===== src/rtl/receiver_if.sv =====
// Serial receive bus: pad-side line in, host-side byte, strobe and status out.
interface receiver_if;
    logic       RX_DATA_in;
    logic [7:0] RX_DATA;
    logic       RX_valid;
    logic       RX_busy;
    logic       RX_parity_err;
    logic       RX_frame_err;

    modport master (
        input  RX_DATA_in,
        output RX_DATA,
        output RX_valid,
        output RX_busy,
        output RX_parity_err,
        output RX_frame_err
    );

    modport slave (
        output RX_DATA_in,
        input  RX_DATA,
        input  RX_valid,
        input  RX_busy,
        input  RX_parity_err,
        input  RX_frame_err
    );
endinterface


===== src/rtl/receiver.sv =====
// UART receive half: start, 8 data bits LSB first, even parity, stop; mid-bit sampling
// with a free-running bit timer and a one-cycle valid strobe carrying per-frame error flags.
module receiver #(
    parameter int unsigned CLKS_PER_BIT = 1
) (
    input logic        clk,
    input logic        rst,
    receiver_if.master rx_io
);

    localparam int unsigned Half   = (CLKS_PER_BIT - 1) / 2;
    localparam int unsigned TimerW = (CLKS_PER_BIT > 1) ? $clog2(CLKS_PER_BIT) : 1;
    localparam logic [TimerW-1:0] TimerHalf = TimerW'(Half);
    localparam logic [TimerW-1:0] TimerLast = TimerW'(CLKS_PER_BIT - 1);

    typedef enum logic [2:0] {
        StIdle,
        StStart,
        StData,
        StParity,
        StStop
    } state_e;

    state_e            state_q;
    logic              sync1_q;
    logic              sync2_q;
    logic [TimerW-1:0] timer_q;
    logic [2:0]        bit_idx_q;
    logic [7:0]        shift_q;
    logic              parity_q;
    logic              armed_q;
    logic [7:0]        data_q;
    logic              valid_q;
    logic              busy_q;
    logic              perr_q;
    logic              ferr_q;

    logic              rx_s;
    logic              sample;
    logic [TimerW-1:0] timer_inc;

    assign rx_s      = sync2_q;
    assign sample    = (timer_q == TimerHalf);
    assign timer_inc = (timer_q == TimerLast) ? '0 : timer_q + TimerW'(1);

    always_ff @(posedge clk) begin
        if (rst) begin
            state_q   <= StIdle;
            sync1_q   <= 1'b1;
            sync2_q   <= 1'b1;
            timer_q   <= '0;
            bit_idx_q <= '0;
            shift_q   <= '0;
            parity_q  <= 1'b0;
            armed_q   <= 1'b0;
            data_q    <= '0;
            valid_q   <= 1'b0;
            busy_q    <= 1'b0;
            perr_q    <= 1'b0;
            ferr_q    <= 1'b0;
        end else begin
            sync1_q <= rx_io.RX_DATA_in;
            sync2_q <= sync1_q;
            valid_q <= 1'b0;

            unique case (state_q)
                StIdle: begin
                    if (rx_s) begin
                        armed_q <= 1'b1;
                    end
                    // Detection cycle counts as timer 0; the timer carries on from there.
                    if (armed_q && !rx_s) begin
                        timer_q   <= timer_inc;
                        busy_q    <= 1'b1;
                        bit_idx_q <= '0;
                        if (Half == 0) begin
                            state_q <= StData;
                        end else begin
                            state_q <= StStart;
                        end
                    end
                end

                StStart: begin
                    timer_q <= timer_inc;
                    if (sample) begin
                        if (rx_s) begin
                            state_q <= StIdle;
                            timer_q <= '0;
                            busy_q  <= 1'b0;
                        end else begin
                            state_q   <= StData;
                            bit_idx_q <= '0;
                        end
                    end
                end

                StData: begin
                    timer_q <= timer_inc;
                    if (sample) begin
                        shift_q[bit_idx_q] <= rx_s;
                        if (bit_idx_q == 3'd7) begin
                            state_q <= StParity;
                        end else begin
                            bit_idx_q <= bit_idx_q + 3'd1;
                        end
                    end
                end

                StParity: begin
                    timer_q <= timer_inc;
                    if (sample) begin
                        parity_q <= rx_s;
                        state_q  <= StStop;
                    end
                end

                StStop: begin
                    timer_q <= timer_inc;
                    if (sample) begin
                        state_q <= StIdle;
                        timer_q <= '0;
                        busy_q  <= 1'b0;
                        valid_q <= 1'b1;
                        data_q  <= shift_q;
                        perr_q  <= (parity_q != ^shift_q);
                        ferr_q  <= ~rx_s;
                        // A bad stop disarms so a held-low break cannot retrigger.
                        armed_q <= rx_s;
                    end
                end

                default: begin
                    state_q <= StIdle;
                    timer_q <= '0;
                    busy_q  <= 1'b0;
                end
            endcase
        end
    end

    assign rx_io.RX_DATA       = data_q;
    assign rx_io.RX_valid      = valid_q;
    assign rx_io.RX_busy       = busy_q;
    assign rx_io.RX_parity_err = perr_q;
    assign rx_io.RX_frame_err  = ferr_q;

endmodule


===== src/flat_wrapper.sv =====
// flat-port wrapper written by rule: the top's interface ports become plain ports
module receiver_flat 
#(
    parameter int unsigned CLKS_PER_BIT = 1
)
  (clk, rst, rx_io_RX_DATA_in, rx_io_RX_DATA, rx_io_RX_valid, rx_io_RX_busy, rx_io_RX_parity_err, rx_io_RX_frame_err);
  receiver_if rx_io_i ();
  input logic clk;
  input logic rst;
  input wire logic [$bits(rx_io_i.RX_DATA_in)-1:0] rx_io_RX_DATA_in;
  output wire logic [$bits(rx_io_i.RX_DATA)-1:0] rx_io_RX_DATA;
  output wire logic [$bits(rx_io_i.RX_valid)-1:0] rx_io_RX_valid;
  output wire logic [$bits(rx_io_i.RX_busy)-1:0] rx_io_RX_busy;
  output wire logic [$bits(rx_io_i.RX_parity_err)-1:0] rx_io_RX_parity_err;
  output wire logic [$bits(rx_io_i.RX_frame_err)-1:0] rx_io_RX_frame_err;
  assign rx_io_i.RX_DATA_in = rx_io_RX_DATA_in;
  assign rx_io_RX_DATA = rx_io_i.RX_DATA;
  assign rx_io_RX_valid = rx_io_i.RX_valid;
  assign rx_io_RX_busy = rx_io_i.RX_busy;
  assign rx_io_RX_parity_err = rx_io_i.RX_parity_err;
  assign rx_io_RX_frame_err = rx_io_i.RX_frame_err;
  receiver #(.CLKS_PER_BIT(CLKS_PER_BIT)) u_core (.clk(clk), .rst(rst), .rx_io(rx_io_i));
endmodule

===== config.mk =====
export PLATFORM = sky130hd
export DESIGN_NAME = receiver_flat
export DESIGN_NICKNAME = d
export VERILOG_FILES = /design/src/rtl/receiver_if.sv /design/src/rtl/receiver.sv /design/src/flat_wrapper.sv
export SDC_FILE = /design/constraint.sdc
export NUM_CORES = 1
export LEC_CHECK = 0
export ABC_AREA = 1
export ABC_CLOCK_PERIOD_IN_PS = 2300
export BUFFER_PORTS_ARGS = -buffer_cell sky130_fd_sc_hd__buf_2
export CORE_MARGIN = 4
export CORE_UTILIZATION = 40
export DETAILED_ROUTE_END_ITERATION = 10
export PLACE_DENSITY = 0.65
export SYNTH_ARGS = -nofsm -noshare
export SYNTH_HDL_FRONTEND = slang
export SYNTH_SLANG_ARGS = --single-unit

===== constraint.sdc =====
create_clock -name clk -period 2.3 [get_ports clk]
set_input_delay 0.46 -clock clk [delete_from_list [all_inputs] [get_ports clk]]
set_output_delay 0.46 -clock clk [all_outputs]
set_load 0.01 [all_outputs]

Word-level counts from Yosys, hierarchy flattened
Index checks and enable logic that the tools add are counted.
W data, S select, Z words.
- register bits after elaboration: 31
- bits in latches: 0
- bits in writable memories: 0
- ROM bits: 0
- input port bits: 3
- output and inout bits: 12
- word-level logic and storage cells: 85
- memories kept: 0
- add/subtract/negate cells: 2
- $mul: 0
- divide/modulo/power cells: 0
- magnitude comparators: 2
- eq/ne operators: 16
- shift operators: 0
- mux-type cells: 32
- bitwise operators: 4
- reduce and logical (&&, ||, !) cells: 16
- operator list (cell ; number):
    $mux W3 ; 11
    $pmux W3 S5 ; 1
    $mux W1 ; 13
    $ne A2 B2 Y1 const B ; 6
    $reduce_and A6 Y1 ; 2
    $pmux W3 S3 ; 1
    $bwmux W8 ; 1
    $ne A2 B1 Y1 const B ; 4
    $pmux W1 S4 ; 2
    $reduce_xor A8 Y1 ; 1
    $eq A3 B2 Y1 const B ; 2
    $eq A3 B3 Y1 const B ; 2
    $reduce_and A2 Y1 ; 3
    $reduce_and A5 Y1 ; 1
    $lt A3 B4 Y1 const B ; 1
    $not A1 Y1 ; 4
    $reduce_or A2 Y1 ; 2
    $add A3 B1 Y3 const B ; 1
    $demux W1 S3 ; 1
    $eq A3 B1 Y1 const B ; 1
    $ge A3 B1 Y1 const B ; 1
    $logic_not A3 Y1 ; 1
    $reduce_and A3 Y1 ; 1
    $reduce_bool A3 Y1 ; 1
    7 further kinds ; 8

Logic depth before layout (Yosys ltp)
Gate-level depths: netlist of run 1.
- depth in word-level cells: 5
- depth in mapped cells: 10
- gate-level depth less buffers: 10

Least setup slack after synthesis of run 1
No wires, ideal clock.
- path type: reg-to-reg
- start point: register u_core.bit_idx_q[0]
- end point: register u_core.bit_idx_q[0]
- setup time: 0.116 ns
- data arrival time: 1.182 ns
- required time: 2.184 ns
- setup slack: 1.003 ns
- stages on the path, launching flop included: 7
- path buffers: 0
- period minus slack after synthesis: 1.297 ns
- cell sequence: dfxtp_1 > ha_1 > ha_1 > o21ai_0 > nand3_1 > o21ai_0 > nor2_1
- longest elaborated chain between the ends: 4
- elaborated cells between the ends (all ways): 7
- classes of those cells: add/sub: 1; eq/ne: 2; mux: 3; reduce/logical: 1
- ends and longest elaborated chain (what ; RTL line ; RTL):
    start, declared ; receiver.sv:28 ; logic [2:0] bit_idx_q;
    start signal, assigned ; receiver.sv:105 ; bit_idx_q <= bit_idx_q + 3'd1;
    $add A3 B1 Y3 ; receiver.sv:105 ;
    $mux W3 ; receiver.sv:102 ; if (bit_idx_q == 3'd7) begin
    $mux W3 ; receiver.sv:100 ; if (sample) begin
    $pmux W3 S3 ; receiver.sv:66 ; unique case (state_q)
Several ways; a longest one is shown, not always the timed one. The select of a mux whose other input is x is not followed.
A chain may end at the register's enable or synchronous reset.

Worst setup path after layout of run 1
Ends and elaborated chain as after synthesis.

==> flow_metrics.tcl, run 1 <==
set metrics [dict create \
    register_area_um2 601 \
    worstSetupStartpointType "register" \
    clockBufferDepth 2 \
    ys_ff_latch 30 \
    hold_viol_final 0 \
    drive_gt1_share_pct 22.7 \
    num_vias 1191 \
    ctsResizeCount 0 \
    num_antenna_cells 0 \
    critical_path.endpoint "u_core.bit_idx_q[0]$_SDFFE_PP0P_" \
    rsz0062_at_grt "no" \
    setup_ws_ns 0.893 \
    coreArea_um2 3360 \
    utilization_pct 45.5 \
    cts.sinks 30 \
    hpwl_mm 1.93 \
    syn_to_final_growth_pct 9.60 \
    port_buffers 14 \
    grt_pass1_vias 1095 \
    tns_ns 0 \
    r2r-start "u_core.bit_idx_q[0]$_SDFFE_PP0P_" \
    r2r_end "u_core.bit_idx_q[0]$_SDFFE_PP0P_" \
    gp_congestion 0.861 \
    status "completed" \
    end_kind "register" \
    cp-startpoint "u_core.bit_idx_q[0]$_SDFFE_PP0P_" \
    cts_buffers 5 \
    synth_area_leader_cell "dfxtp_1" \
    rrSetupSlack_ns 0.89 \
    holdWs_ns 0.330 \
    route.detailed.drc 0 \
    clkTransAtPathRegs_ns 0.09 \
    final_common_cell "dfxtp_1" \
    report.final.slew_viol_count 0 \
    die_w_um 67.1 \
    fillers 365 \
    dieArea_um2 4500 \
    ctsRootBufferMaster "clkbuf_4" \
    crit_required_ns 2.53 \
    worst_path_max_delay_cell "dfxtp_1" \
    total_leakage_power_nw 0.659 \
    synth_top_area_share_pct 43.0 \
    period_share_pct 61.2 \
    wire_per_inst_um 10.5 \
    start_util_pct 41.5 \
    syn_nets 192 \
    cp_max_fo 4 \
    syn_area_um2 1400 \
    ys_types 25 \
    tightest_slew_ns 0.422 \
    pre_cts_slack_ns 0.893 \
    path_class "reg -> reg" \
    multiInputGateArea_um2 651 \
    worstPathArrival_ns 1.64 \
    die_h_um 67.1 \
    grt_pass1_wl_mm 4.75 \
    cts_tree "yes" \
    yosys_warnings 0 \
    ios 15 \
    total_power_uw 863 \
    layout.nets 208 \
    max_slew_margin_pct 71.8 \
    slowest_delay_ns 0.37 \
    vdd_drop_max_uv 288 \
    max_freq_mhz 711 \
    setup_viol 0 \
    period_minus_slack_ns 1.41 \
    syn_inst 187 \
    maxCapViolations 0 \
    grt_usage_pct 14.3 \
    via_per_inst 4.78 \
    clock_skew_ns 0.00807 \
    p_per_area_nw_per_um2 564 \
    rows 21 \
    grt_max_degree 18 \
    ant_nets 0 \
    dr.pass1.iters 4 \
    clk_latency_ns 0.32 \
    wirelength_mm 2.62 \
    synth_area_per_cell_um2 7.46 \
    layout_common_cells "30 x dfxtp_1, 26 x nand2_1, 20 x a21oi_1, 19 x inv_1, 19 x o21ai_0" \
    cts_hold_buf 0 \
    antenna_found_initial 0 \
    cts_setup_buffers 0 \
    ys_seq_area_share_pct 43.0 \
    hp-class "in -> reg" \
    drt_iter0_markers 58 \
    reg2reg_depth 6 \
    h-tree-depth 2 \
    synth.top_cells.by_area "dfxtp_1 43%, a21oi_1 7.2%, nand2_1 7.0%, o21ai_0 6.8%, nand3_1 6.1%" \
    grt_overflow 0 \
    crit_chain "ha_1, ha_1, o21ai_0, nand3_1, o21ai_0, nor2_1" \
]
-- worst max-delay path: cells and delay by family (launching register included) --
kind,cells,cell delay (ns)
AOI/OAI and AO/OA,2,0.32
adders and majority gates,2,0.42
DFF,1,0.37
and+or+nand+nor,2,0.19
-- kinds of logic (layout without fill, tap and decap cells) --
| kind of cell | Yosys count | count (layout) | synth area share (%) |
|---|---|---|---|
| simple gates | 78 | 78 | 27.4 |
| compound gates | 43 | 43 | 16.1 |
| buf+inv | 32 | 48 | 10.3 |
| flops | 30 | 30 | 43.0 |
| fa+ha+maj | 2 | 2 | 1.79 |
| xor+xnor | 2 | 2 | 1.26 |
-- worst min-delay path by stage --
| stage | start | to | slack (ns) | cells past startpoint |
|---|---|---|---|---|
| detailed placement | u_core.sync1_q$_SDFF_PP1_ | u_core.rx_s$_SDFF_PP1_ | 0.40 | 1 |
| finish | rx_io_RX_DATA_in | u_core.sync1_q$_SDFF_PP1_ | 0.33 | 2 |
| global route | rx_io_RX_DATA_in | u_core.sync1_q$_SDFF_PP1_ | 0.32 | 2 |
| CTS | rx_io_RX_DATA_in | u_core.sync1_q$_SDFF_PP1_ | 0.32 | 2 |
| global placement | u_core.sync1_q$_SDFF_PP1_ | u_core.rx_s$_SDFF_PP1_ | 0.39 | 1 |
| floorplan | u_core.sync1_q$_SDFF_PP1_ | u_core.rx_s$_SDFF_PP1_ | 0.39 | 1 |
-- routing by layer --
layer  GRT usage, %  vias to the layer above  wire (um)
met4           8.35                        0         57
li1               -                      641          -
met2           21.1                       25       1150
met1           18.2                      518       1290
met5              0                        -          0
met3           4.05                        7        128
-- power by group --
part           internal (mW)  switching (mW)  total [mW]
sequential             0.526         0.00656       0.532
combinational         0.0148          0.0290      0.0438
clock                  0.110           0.177       0.286
total                  0.650           0.212       0.863
-- synth_stat cells --
cell type	count
o21ai_0	19
inv_1	19
or2_2	2
nand3_1	17
nand2_1	26
nand2_4	1
buf_6	3
inv_2	7
a211oi_1	1
o21ai_1	1
xor2_1	1
clkinv_2	1
nand3_2	2
nor2_4	3
o21ai_2	1
a21oi_2	1
a21oi_1	20
nor2_2	3
clkbuf_1	2
dfxtp_1	30
ha_1	2
nand2_2	4
nor3_1	3
xnor2_1	1
nor2_1	17
-- registers in the layout, indices dropped and copies added (netlist names), 3 cells and up --
register / flops
u_core.state_q: 3
u_core.bit_idx_q: 3
u_core.rx_io.RX_DATA: 8
u_core.shift_q: 8
-- area by class of cell --
type | count | area share (%)
Timing Repair Buffer | 14 | 4.58
Sequential cell | 30 | 39.3
Clock inverter | 2 | 0.655
Multi-Input combinational cell | 125 | 42.6
Clock buffer | 5 | 2.45
Tap cell | 46 | 3.76
Inverter | 27 | 6.71
-- through the flow --
| step | area (um^2) | instances |
|---|---|---|
| finish | 1530 | 249 |
| floorplan | 1400 | 187 |
| detailed placement | 1480 | 242 |
| CTS | 1530 | 249 |
| global placement | 1480 | 242 |
| global route | 1530 | 249 |
No activity file was read; power rests on OpenSTA's default activity.
==> inputs of run 2 (changes only) <==
--- a/config.mk
+++ b/config.mk
@@ -6,7 +6,7 @@
 export NUM_CORES = 1
 export LEC_CHECK = 0
 export ABC_AREA = 1
-export ABC_CLOCK_PERIOD_IN_PS = 2300
+export ABC_CLOCK_PERIOD_IN_PS = 1420
 export BUFFER_PORTS_ARGS = -buffer_cell sky130_fd_sc_hd__buf_2
 export CORE_MARGIN = 4
 export CORE_UTILIZATION = 40
==> constraint.sdc (replaced) <==
create_clock -name clk -period 1.42 [get_ports clk]
set_input_delay 0.284 -clock clk [delete_from_list [all_inputs] [get_ports clk]]
set_output_delay 0.284 -clock clk [all_outputs]
set_load 0.01 [all_outputs]
==> run 2 against run 1 <==
  * Via count decreased by 1.6%
  * Critical endpoint unchanged
  * Sequential share of layout area is 2.3 points lower
  * Hold slack worse by 0.20 ns
  * Clock skew rose by 0.0026 ns
  * Non-clock buffer count up 4
  * Sequential power grew 61%
  * Wire length decreased by 2.2%
  * Setup slack worse by 0.77 ns
  * Largest power group is now clock
  * Largest cell class unchanged
==> flow_metrics.tcl, run 2 (synthesized netlist as in run 1, its figures left out) <==
set metrics [dict create \
    wirelength_mm 2.56 \
    grt_pass1_vias 1057 \
    hold-path-cell-count 2 \
    path_class "reg -> reg" \
    h-tree-depth 2 \
    hpwl_mm 1.92 \
    clock_skew_ns 0.0106 \
    max_freq_mhz 772 \
    hp-class "in -> reg" \
    num_vias 1172 \
    dieArea_um2 4500 \
    fillers 353 \
    setup_viol 0 \
    syn_to_final_growth_pct 16.3 \
    max_slew_margin_pct 71.7 \
    grt_max_degree 18 \
    total_leakage_power_nw 0.706 \
    die_w_um 67.1 \
    coreArea_um2 3360 \
    crit_buf_inv 0 \
    route.detailed.drc 0 \
    grt_overflow 0 \
    vdd_drop_max_uv 737 \
    critPathTopFamily "adder cells" \
    grt_usage_pct 14.0 \
    ios 15 \
    period_share_pct 91.2 \
    via_per_inst 4.61 \
    clockBufferDepth 2 \
    slowest_delay_ns 0.32 \
    multiInputGateArea_um2 651 \
    dr.pass1.iters 4 \
    end_kind "register" \
    antenna_found_initial 0 \
    cts_buffers 5 \
    num_antenna_cells 0 \
    register_area_um2 601 \
    clk_latency_ns 0.34 \
    ant_nets 0 \
    period_minus_slack_ns 1.30 \
    port_buffers 14 \
    start_util_pct 41.5 \
    worstPathArrival_ns 1.54 \
    p_per_area_nw_per_um2 1140 \
    cts.sinks 30 \
    layout_common_cells "30 x dfxtp_1, 26 x nand2_1, 20 x a21oi_1, 19 x inv_1, 18 x o21ai_0" \
    gp_congestion 0.786 \
    worst_path_max_delay_cell "dfxtp_1" \
    cp.depth 6 \
    rsz0062_at_grt "no" \
    crit_chain "ha_1, ha_1, o21ai_0, nand3_1, o21ai_1, nor2_1" \
    report.final.slew_viol_count 0 \
    cts_tree "yes" \
    wire_per_inst_um 10.1 \
    rows 21 \
    cp_max_fo 3 \
    reg2reg_depth 6 \
    worstSetupStartpointType "register" \
    grt_pass1_wl_mm 4.66 \
    tightest_slew_ns 0.424 \
    maxCapViolations 0 \
    crit_top_cell "ha_1" \
    layout.nets 212 \
    ctsRootBufferMaster "clkbuf_4" \
    die_h_um 67.1 \
    status "completed" \
    total_power_mw 1.84 \
    drt_iter0_markers 57 \
    hold_viol_final 0 \
    final_common_cell "dfxtp_1" \
    clkTransAtPathRegs_ns 0.10 \
    crit_required_ns 1.66 \
    tns_ns 0 \
    drive_gt1_share_pct 24.5 \
]
[run 2: routing by layer]
metal  GRT usage (%)  share of wire, %
met1            17.3                50
met2            19.9                42
met3            5.56               5.3
met4            9.11               2.9
met5               0                 0
[run 2: where the power goes]
part           total (mW)  switching [mW]  internal (mW)
Sequential          0.858         0.00656          0.852
Clock               0.901           0.304          0.596
Combinational      0.0828          0.0533         0.0295
Total                1.84           0.364           1.48
[run 2: area by class of cell]
class                      instances  area share [%]
clock inverter                     2            3.70
timing repair buffer              18            6.17
inverter                          27            6.32
clock buffer                       6            3.16
sequential                        30            37.0
tap                               46            3.55
multi-input combinational        125            40.1
[run 2: path summary, 6_finish.rpt]
kind	start	end	slack (ns)
worst max-delay path	u_core.bit_idx_q[0]$_SDFFE_PP0P_	u_core.bit_idx_q[0]$_SDFFE_PP0P_	0.12
worst min-delay path	rx_io_RX_DATA_in	u_core.sync1_q$_SDFF_PP1_	0.13
worst min register to register	u_core.sync1_q$_SDFF_PP1_	u_core.rx_s$_SDFF_PP1_	0.41
worst max register to register	u_core.bit_idx_q[0]$_SDFFE_PP0P_	u_core.bit_idx_q[0]$_SDFFE_PP0P_	0.12
[run 2: repair_timing]
| item | CTS | global route |
|---|---|---|
| endpoints found under the hold margin | 0 | 0 |
| setup buffers | 0 | 0 |
| endpoints found under the setup margin | 0 | 1 |
| gates resized for setup | 0 | 1 |
| hold buffers | 0 | 0 |
[run 2: per-stage QoR]
step           setup slack (ns)  area (um^2)  instances  hold slack [ns]  util (%)
4_1_cts                   0.104         1620        254            0.112      48.3
6_report                  0.124         1620        254            0.130      48.3
3_5_place_dp              0.107         1510        246            0.395      44.9
2_1_floorplan             0.123         1400        187            0.361         -
5_1_grt                0.000769         1620        254            0.119      48.3
3_3_place_gp              0.136         1510        246            0.393      44.9
==> inputs of run 3 (changes only) <==
--- a/config.mk
+++ b/config.mk
@@ -9,9 +9,9 @@
 export ABC_CLOCK_PERIOD_IN_PS = 1420
 export BUFFER_PORTS_ARGS = -buffer_cell sky130_fd_sc_hd__buf_2
 export CORE_MARGIN = 4
-export CORE_UTILIZATION = 40
+export CORE_UTILIZATION = 56
 export DETAILED_ROUTE_END_ITERATION = 10
-export PLACE_DENSITY = 0.65
+export PLACE_DENSITY = 0.84
 export SYNTH_ARGS = -nofsm -noshare
 export SYNTH_HDL_FRONTEND = slang
 export SYNTH_SLANG_ARGS = --single-unit
==> run 3 against run 2 <==
  * Die area is 25% lower
  * Global-route usage increased by 5.3 points
  * Via count rose by 6.1%
  * Clock skew is 0.0032 ns lower
  * Critical path depth unchanged
  * Largest cell class unchanged
  * Highest routed layer unchanged
  * First-iteration DRC count up 70%
  * Critical endpoint unchanged
  * Register-to-register slack worse by 0.08 ns
  * Fmax fell by 5.5%
==> flow_metrics.tcl, run 3 (synthesized netlist as in run 1, its figures left out) <==
set metrics [dict create \
    wirelength_mm 2.82 \
    die_w_um 57.9 \
    via_per_inst 5.31 \
    rsz0062_at_grt "no" \
    vdd_drop_max_uv 632 \
    period_minus_slack_ns 1.37 \
    worstSetupStartpointType "register" \
    grt_overflow 0 \
    syn_to_final_growth_pct 10.4 \
    hp-class "in -> reg" \
    hold_viol_final 0 \
    setup_viol 0 \
    layout_common_cells "30 x dfxtp_1, 26 x nand2_1, 20 x a21oi_1, 19 x inv_1, 18 x o21ai_0" \
    period_share_pct 96.5 \
    ctsRootBufferMaster "clkbuf_4" \
    hold-path-cell-count 2 \
    coreArea_um2 2300 \
    start_util_pct 60.7 \
    grt_usage_pct 19.3 \
    drt_iter0_markers 97 \
    cts_buffers 5 \
    clockBufferDepth 2 \
    max_freq_mhz 730 \
    hpwl_mm 2.01 \
    worstPathArrival_ns 1.60 \
    utilization_pct 67.0 \
    r2r-start "u_core.bit_idx_q[1]$_SDFFE_PP0P_" \
    hold_start "rx_io_RX_DATA_in" \
    total_power_mw 1.44 \
    dr.pass1.iters 4 \
    dp.cells 228 \
    ios 15 \
    final_common_cell "dfxtp_1" \
    gp_congestion 0.815 \
    p_per_area_nw_per_um2 936 \
    fillers 201 \
    clkTransAtPathRegs_ns 0.09 \
    port_buffers 14 \
    rows 17 \
    status "completed" \
    cp_max_fo 6 \
    min_to "u_core.sync1_q$_SDFF_PP1_" \
    path_class "reg -> reg" \
    ant_nets 0 \
    register_area_um2 601 \
    grt_pass1_wl_mm 4.86 \
    dieArea_um2 3350 \
    grt_pass1_vias 1196 \
    tns_ns 0 \
    wire_per_inst_um 12.0 \
    die_h_um 57.9 \
    h-tree-depth 2 \
    clock_skew_ns 0.00739 \
    crit_required_ns 1.65 \
    antenna_found_initial 0 \
    reg2reg_depth 6 \
    num_vias 1243 \
    drive_gt1_share_pct 23.8 \
    max_slew_margin_pct 71.9 \
    r2r_end "u_core.bit_idx_q[0]$_SDFFE_PP0P_" \
    clk_latency_ns 0.34 \
    tightest_slew_ns 0.422 \
    multiInputGateArea_um2 651 \
    num_antenna_cells 0 \
    report.final.slew_viol_count 0 \
    cts_tree "yes" \
    layout.nets 212 \
    grt_max_degree 18 \
    fin_cells 234 \
    rrSetupSlack_ns 0.05 \
    maxCapViolations 0 \
    end_kind "register" \
    cts.sinks 30 \
    route.detailed.drc 0 \
    total_leakage_power_nw 0.677 \
]
## run 3: area by class of cell
type | instances | area share (%)
Clock buffer | 6 | 3.33
Inverter | 27 | 6.66
Multi-Input combinational cell | 125 | 42.2
Sequential cell | 30 | 39.0
Tap cell | 28 | 2.27
Timing Repair Buffer | 18 | 6.50
## run 3: critical path, stage by stage, from the launching register on
cell and delay [ns]:
dfxtp_1 0.36, ha_1 0.21, ha_1 0.21, o21ai_0 0.16, nand3_1 0.14, o21ai_1 0.14
nor2_1 0.05
## run 3: through the flow
stage / cell area (um^2) / hold slack [ns] / setup WS (ns)
floorplan: 1400 / 0.361 / 0.123
global placement: 1490 / 0.407 / 0.115
detailed placement: 1490 / 0.408 / 0.0563
CTS: 1540 / 0.123 / 0.0395
global route: 1540 / 0.121 / 0.00162
finish: 1540 / 0.126 / 0.0493
## run 3: worst max-delay path by stage
stage / startpoint / endpoint / slack, ns / depth (start not counted)
floorplan: u_core.bit_idx_q[0]$_SDFFE_PP0P_ / u_core.bit_idx_q[0]$_SDFFE_PP0P_ / 0.12 / 6
global placement: u_core.bit_idx_q[1]$_SDFFE_PP0P_ / u_core.bit_idx_q[0]$_SDFFE_PP0P_ / 0.12 / 6
detailed placement: u_core.bit_idx_q[1]$_SDFFE_PP0P_ / u_core.bit_idx_q[0]$_SDFFE_PP0P_ / 0.06 / 6
CTS: u_core.bit_idx_q[1]$_SDFFE_PP0P_ / u_core.bit_idx_q[0]$_SDFFE_PP0P_ / 0.04 / 6
global route: u_core.bit_idx_q[1]$_SDFFE_PP0P_ / u_core.bit_idx_q[2]$_SDFFE_PP0P_ / 0.002 / 7
finish: u_core.bit_idx_q[1]$_SDFFE_PP0P_ / u_core.bit_idx_q[0]$_SDFFE_PP0P_ / 0.05 / 6
## run 3: repair_timing
item,4_1_cts,5_1_grt
buffers inserted,0,0
resized for setup,0,1
hold buffers,0,0
endpoints found under the setup margin,0,1
## run 3: where the power goes
part | total [mW] | leakage [nW] | internal (mW) | switching [mW]
Sequential | 0.860 | 0.243 | 0.851 | 0.00803
Clock | 0.499 | 0.0302 | 0.222 | 0.277
Combinational | 0.0825 | 0.404 | 0.0296 | 0.0529
Total | 1.44 | 0.677 | 1.10 | 0.338
## run 3: metal layers
layer  GRT usage [%]  part of all wire (%)  up-vias
li1                -                     -      643
met5               0                     0        -
met4            12.3                   2.5        0
met1            20.2                    43      559
met3            7.80                   5.9        8
met2            31.9                    48       33
